### config.mk
export PLATFORM = sky130hd
export DESIGN_NAME = fetch_stage
export DESIGN_NICKNAME = d
export VERILOG_FILES = /design/src/rtl/fetch_stage.sv
export SDC_FILE = /design/constraint.sdc
export NUM_CORES = 1
export LEC_CHECK = 0
export ABC_AREA = 1
export BUFFER_PORTS_ARGS = -buffer_cell sky130_fd_sc_hd__buf_2
export CAP_MARGIN = 20
export CORE_MARGIN = 4
export CORE_UTILIZATION = 50
export CTS_BUF_LIST = sky130_fd_sc_hd__clkbuf_16
export CTS_CLUSTER_SIZE = 25
export DETAILED_ROUTE_END_ITERATION = 7
export PLACE_DENSITY_LB_ADDON = 0.12
export SLEW_MARGIN = 10
export SYNTH_ARGS = -nofsm -noshare
export SYNTH_HDL_FRONTEND = slang
export SYNTH_SLANG_ARGS = --single-unit
### constraint.sdc
create_clock -name clk -period 1.64 [get_ports clk]
set_input_delay 0 -clock clk [delete_from_list [all_inputs] [get_ports clk]]
set_output_delay 0 -clock clk [all_outputs]
set_load 0.05 [all_outputs]
### src/rtl/fetch_stage.sv
// fetch_stage: owns PCF and the IF/ID register, fetching over a req/ready imem port.
// Ports: clk/rst (sync, active-high); stallF/stallD hazard stalls; PCsrcD/PCBranchD
// decode-stage taken branch; imem_req/imem_addr/imem_ready/imem_rdata memory port;
// InstrD/PCPlus4D/ValidD IF/ID outputs; fetch_busy when waiting on memory.
module fetch_stage #(
  parameter logic [31:0] RESET_PC = 32'h0000_0000
) (
  input  logic        clk,
  input  logic        rst,
  input  logic        stallF,
  input  logic        stallD,
  input  logic        PCsrcD,
  input  logic [31:0] PCBranchD,
  output logic        imem_req,
  output logic [31:0] imem_addr,
  input  logic        imem_ready,
  input  logic [31:0] imem_rdata,
  output logic [31:0] InstrD,
  output logic [31:0] PCPlus4D,
  output logic        ValidD,
  output logic        fetch_busy
);
  typedef enum logic [1:0] {FETCH, HOLD, DRAIN} state_t;
  state_t stateQ, stateNext;
  logic [31:0] pcF, pcNext, redirectPc, skidInstr, skidPc4;
  logic advance, redirect, loadFetch, loadSkid, captureSkid;
  assign advance  = !stallF && !stallD;
  assign redirect = PCsrcD && ValidD && !stallD;
  always_ff @(posedge clk)
    if (rst) stateQ <= FETCH;
    else     stateQ <= stateNext;
  always_comb begin
    stateNext = stateQ;
    case (stateQ)
      FETCH:   stateNext = redirect ? (imem_ready ? FETCH : DRAIN)
                                    : ((imem_ready && !advance) ? HOLD : FETCH);
      HOLD:    stateNext = (redirect || advance) ? FETCH : HOLD;
      DRAIN:   stateNext = imem_ready ? FETCH : DRAIN;
      default: stateNext = FETCH;
    endcase
  end
  always_comb begin
    imem_req   = !rst && stateQ != HOLD;
    imem_addr  = pcF;
    fetch_busy = !rst && (stateQ == DRAIN || (stateQ == FETCH && !imem_ready));
  end
  // Redirect outranks both loading IF/ID and capturing into the skid buffer.
  assign loadFetch   = stateQ == FETCH && imem_ready && advance && !redirect;
  assign loadSkid    = stateQ == HOLD && advance && !redirect;
  assign captureSkid = stateQ == FETCH && imem_ready && !advance && !redirect;
  // A redirect that catches the read mid-flight parks its target until DRAIN ends.
  always_comb
    pcNext = (redirect && (stateQ == HOLD || (stateQ == FETCH && imem_ready))) ? PCBranchD
           : (loadFetch || loadSkid)                                         ? pcF + 32'd4
           : (stateQ == DRAIN && imem_ready)                                 ? redirectPc
           :                                                                   pcF;
  always_ff @(posedge clk)
    if (rst) begin
      pcF        <= RESET_PC;
      redirectPc <= '0;
      skidInstr  <= '0;
      skidPc4    <= '0;
      InstrD     <= '0;
      PCPlus4D   <= '0;
      ValidD     <= 1'b0;
    end else begin
      pcF <= pcNext;
      if (stateQ == FETCH && redirect && !imem_ready) redirectPc <= PCBranchD;
      if (captureSkid) begin
        skidInstr <= imem_rdata;
        skidPc4   <= pcF + 32'd4;
      end
      InstrD   <= loadFetch ? imem_rdata  : loadSkid ? skidInstr : stallD ? InstrD   : 32'h0;
      PCPlus4D <= loadFetch ? pcF + 32'd4 : loadSkid ? skidPc4   : stallD ? PCPlus4D : 32'h0;
      ValidD   <= (loadFetch || loadSkid) ? 1'b1 : stallD && ValidD;
    end
endmodule
## Word level (Yosys, flattened, before mapping)

Index checks and enable logic that the tools add are counted.

| operators by class | value |
|---|---|
| reduce and logical (&&, ||, !) cells | 31 |
| multiplexer cells | 14 |
| eq/ne operators | 4 |
| add/subtract/negate cells | 1 |

Operators with widths:

| cell | number |
|---|---|
| 32-bit two-way mux | 8 |
| 32-bit by 3-bit adder with 32-bit output, second input constant | 1 |
| 1-bit logical AND | 19 |
| 1-bit logical NOT | 6 |
| 2-bit one-hot mux with 3 select lines | 1 |
| 1-bit logical OR | 4 |
| 2-bit two-way mux | 2 |
| 1-bit two-way mux | 3 |
| 3-bit by 1-bit inequality test with 1-bit output, second input constant | 1 |
| 3-bit nonzero test | 1 |
| 2-bit by 1-bit equality test with 1-bit output, second input constant | 1 |
| 2-bit equality test, second input constant | 1 |
| 2-bit logical NOT | 1 |
| 2-bit by 1-bit inequality test with 1-bit output, second input constant | 1 |

| storage, ports and cells | value |
|---|---|
| output and inout bits | 99 |
| word-level logic and storage cells | 58 |
| bits in registers | 195 |
| input port bits | 70 |

## Longest topological paths before layout

| logic depth | value |
|---|---|
| word-level depth | 7 |
| mapped depth | 11 |

## Least setup slack after synthesis

Ideal clock, no wire load.

| path | value |
|---|---|
| path type | reg2reg |
| start | reg pcF[2], in the netlist imem_addr[2] |
| end | reg skidPc4[28] |
| data arrival time | 1.889 ns |
| slack | -0.365 ns |
| period minus slack after synthesis | 2.005 ns |
| stages on the path, launching flop included | 11 |
| cell sequence | dfxtp_1 -> ha_1 -> nand2_1 -> nor2_1 -> nand2_1 -> nor2_1 -> nand2_1 -> nand2_1 -> nand2_1 -> o21ai_0 -> inv_1 |

| between the ends | value |
|---|---|
| cells in the longest elaborated chain, start to end | 1 |

Ends and longest elaborated chain:

| what | RTL line | source |
|---|---|---|
| start: declaration | 25 | `logic [31:0] pcF, pcNext, redirectPc, skidInstr, skidPc4;` |
| start signal: assignment | 67 | `pcF <= pcNext;` |
| 32-bit by 3-bit adder with 32-bit output | 71 | `skidPc4 <= pcF + 32'd4;` |
| end signal: assignment | 71 |  |
| end: declaration | 25 |  |

No other way between the ends.
A chain may end at the register's enable or synchronous reset.

## Worst setup path in the final report

| path | value |
|---|---|
| start | reg pcF[3], in the netlist imem_addr[3] |
| end | reg pcF[30], in the netlist imem_addr[30] |

| between the ends | value |
|---|---|
| cells in the longest elaborated chain, start to end | 3 |

Ends and longest elaborated chain:

| what | RTL line | source |
|---|---|---|
| 32-bit by 3-bit adder with 32-bit output | 54 | `: (loadFetch \|\| loadSkid) ? pcF + 32'd4` |
| 32-bit two-way mux | 54 |  |
| 32-bit two-way mux | 53 | `pcNext = (redirect && (stateQ == HOLD \|\| (stateQ == FETCH && imem_ready))) ? PCBranchD` |

No other way between the ends.

==> out/metrics.yaml <==
outcome: "complete, no violations"
async_reset_ff_share_pct: 0
rsz0062_at_grt: "true"
htreeDepth: 4
crit_family: "simple AND/OR/NAND/NOR gates"
fin_crit_ns: 1.607
areaGrowthSynthToFinish_pct: 35.37
syn_nets: 1362
power.leakage_uw: 0.005327
cp_data_required_time_ns: 2.01
grt_max_degree: 83
fin_crit_sh_pct: 97.97
hold_slack_ns: 0.07527
via_per_inst: 5.190
final_cell_mix: "nand2_1, nor2_1, dfxtp_1, buf_2, o21ai_0"
first_global_vias: 8389
wire_per_inst_um: 15.32
cts.clk_slew.worst_paths_ns: 0.07
grt_use_met2_pct: 41.68
syn_area_per_cell_um2: 6.835
fmax_mhz: 622.4
final_antenna_net_count: 0
antenna_cells: 0
grt-ovfl-total: 0
netlist_instances: 1291
drive_gt1_share_pct: 23.91
yosysWarnings: 0
place_hpwl_um: 17810
power_density_nw_per_um2: 936.9
die_w_um: 140.8
dr.pass1.iters: 5
via_count: 9265
synth_area_leaders: "dfxtp_1, nand2_1, nor2_1"
maxCapViolCount: 0
worstHoldPathType: "input pin to register"
skew_ns: 0.008680
worst_pin_slew_ns: 0.4415
port_buffers: 168
synth_cell_types: 37
row_count: 48
final_area_um2: 11940
routabilityCongestion: 0.8850
synth_seq_cells: 195
grt_use_met1_pct: 38.09
hold_violations: 0
end_kind: "register"
grt_pass1_wl_um: 43460
crit_chain: "ha_4 -> nand2_1 -> nor2_2 -> nand2_4 -> buf_4 -> nor2_4 -> nand2_1 -> nand2_2 -> nand3_2 -> a21oi_2"
synth_top_area_share_pct: 44.24
cts_max_path_buffers: 2
synth_top_cell_by_area: "dfxtp_1"
drv_slew: 0
grtUsageTotal_pct: 26.72
worst-setup-path-type: "register to register"
final_common_cell: "nand2_1"
drc: 0
drtIter0Drc: 788
crit_arrival_ns: 1.97
ys.flop_type: "dfxtp_1"
cp_max_fo: 5
ir_worst_vdd_v: 0.0007497
cts_tree: "built"
crit_slowest_cell: "dfxtp_4"
netlist_area_um2: 8823
antenna_found_initial: 0
max-slew-margin-rel_pct: 70.54
setup_viol: 0
grt-busiest-layer: "met2"
core_area_um2: 17300
die-area_um2: 19840
place_area_um2: 10290
max_stage_delay_ns: 0.37
insertion_delay_ns: 0.43
synth_edf_count: 0
cts_root_buffer: "clkbuf_16"
grtUsageMet3_pct: 6.106
cts_num_sinks: 195
crit_top_cell: "nand2_1"
ys_seq_area_share_pct: 44.24
crit_buf_inv: 1
routed_wl_um: 27340
startpoint_type: "register"
die_height_um: 140.8
cts_made_buffers: 17
fin_nets: 1619
start_util_pct: 51.01
io_pins: 169
-- Yosys cell counts, drive strengths merged (2+ instances only) --
cell    number
xor2        10
nand3       48
a31oi       35
dfxtp      195
inv        109
a21oi       74
and2         2
buf         34
nand3b       3
nand2      350
o21ai      145
nor2       211
o211ai      13
a211oi       3
xnor2        4
a22oi        5
nor3         2
clkbuf      39
clkinv       2
-- tightest hold or removal path, delay by kind of cell --
kind / cells / cell delay, ns
AO/OA/AOI/OAI: 1 / 0.08
AND/OR/NAND/NOR: 2 / 0.16
buffers and inverters: 2 / 0.22
-- power by group --
part	internal, µW	switching [µW]
logic	699	1250
clock network	2140	1960
registers	4980	159
total	7820	3370
-- cell type report --
| cell class | instances | area (µm²) |
|---|---|---|
| Clock inverter | 14 | 143.9 |
| Fill cell | 1504 | 5353 |
| Inverter | 111 | 429.2 |
| Clock buffer | 17 | 425.4 |
| Sequential cell | 195 | 3965 |
| Tap cell | 225 | 281.5 |
| Multi-Input combinational cell | 912 | 4399 |
| Timing Repair Buffer | 311 | 2300 |
-- sequential cells by signal, summed over array words and instances (netlist names) --
name,cells
PCPlus4D,32
redirectPc,32
imem_addr,32
ValidD,1
skidPc4,32
InstrD,32
skidInstr,32
stateQ,2
-- cell families (layout without fill, tap and decap cells) --
| group | Yosys count | after routing | synth area share (%) |
|---|---|---|---|
| XOR/XNOR | 14 | 14 | 1.390 |
| flip-flops | 195 | 195 | 44.24 |
| adder cells (fa/ha/maj) | 1 | 1 | 0.1418 |
| AO/OA/AOI/OAI | 278 | 278 | 17.23 |
| AND/OR/NAND/NOR | 619 | 619 | 28.38 |
| buffers and inverters | 184 | 453 | 8.622 |
-- stage by stage --
step	utilization [%]	power [µW]	std cells	worst slack [ns]	TNS, ns
floorplan	-	6327	1291	0.004140	0
global placement	59.52	6921	1678	-0.02718	-0.06257
detailed placement	59.52	6941	1678	-0.1045	-0.8650
CTS	66.88	11150	1775	0.003547	0
global route	69.05	11630	1785	-0.07354	-0.8927
finish	69.05	11190	1785	0.03323	0
-- repair_timing --
item                                    in CTS  in global routing
hold buffers                                65                  0
buffers inserted                             1                  7
resized for setup                            9                 75
pin swaps                                    2                 13
endpoints found under the setup margin      25                104
hold endpoints to repair                   127                  0
gates cloned                                 0                  4
-- per-layer routing --
metal / part of all wire (%) / up-vias
met5: 0 / -
met3: 8.6 / 31
met1: 45 / 4236
li1: - / 4647
met4: 1.3 / 0
met2: 45 / 351
-- path summary, 6_finish.rpt --
| check | start | endpoint | slack [ns] | depth (start not counted) |
|---|---|---|---|---|
| worst min register to register | redirectPc[23]$_SDFFE_PP0P_ | redirectPc[23]$_SDFFE_PP0P_ | 0.46 | 2 |
| worst max register to register | imem_addr[3]$_SDFFE_PP0P_ | imem_addr[30]$_SDFFE_PP0P_ | 0.03 | 10 |
| worst max-delay path | imem_addr[3]$_SDFFE_PP0P_ | imem_addr[30]$_SDFFE_PP0P_ | 0.03 | 10 |
| worst min-delay path | stallD | PCPlus4D[1]$_SDFFE_PP0P_ | 0.08 | 5 |
No activity file was read; power rests on OpenSTA's default activity.
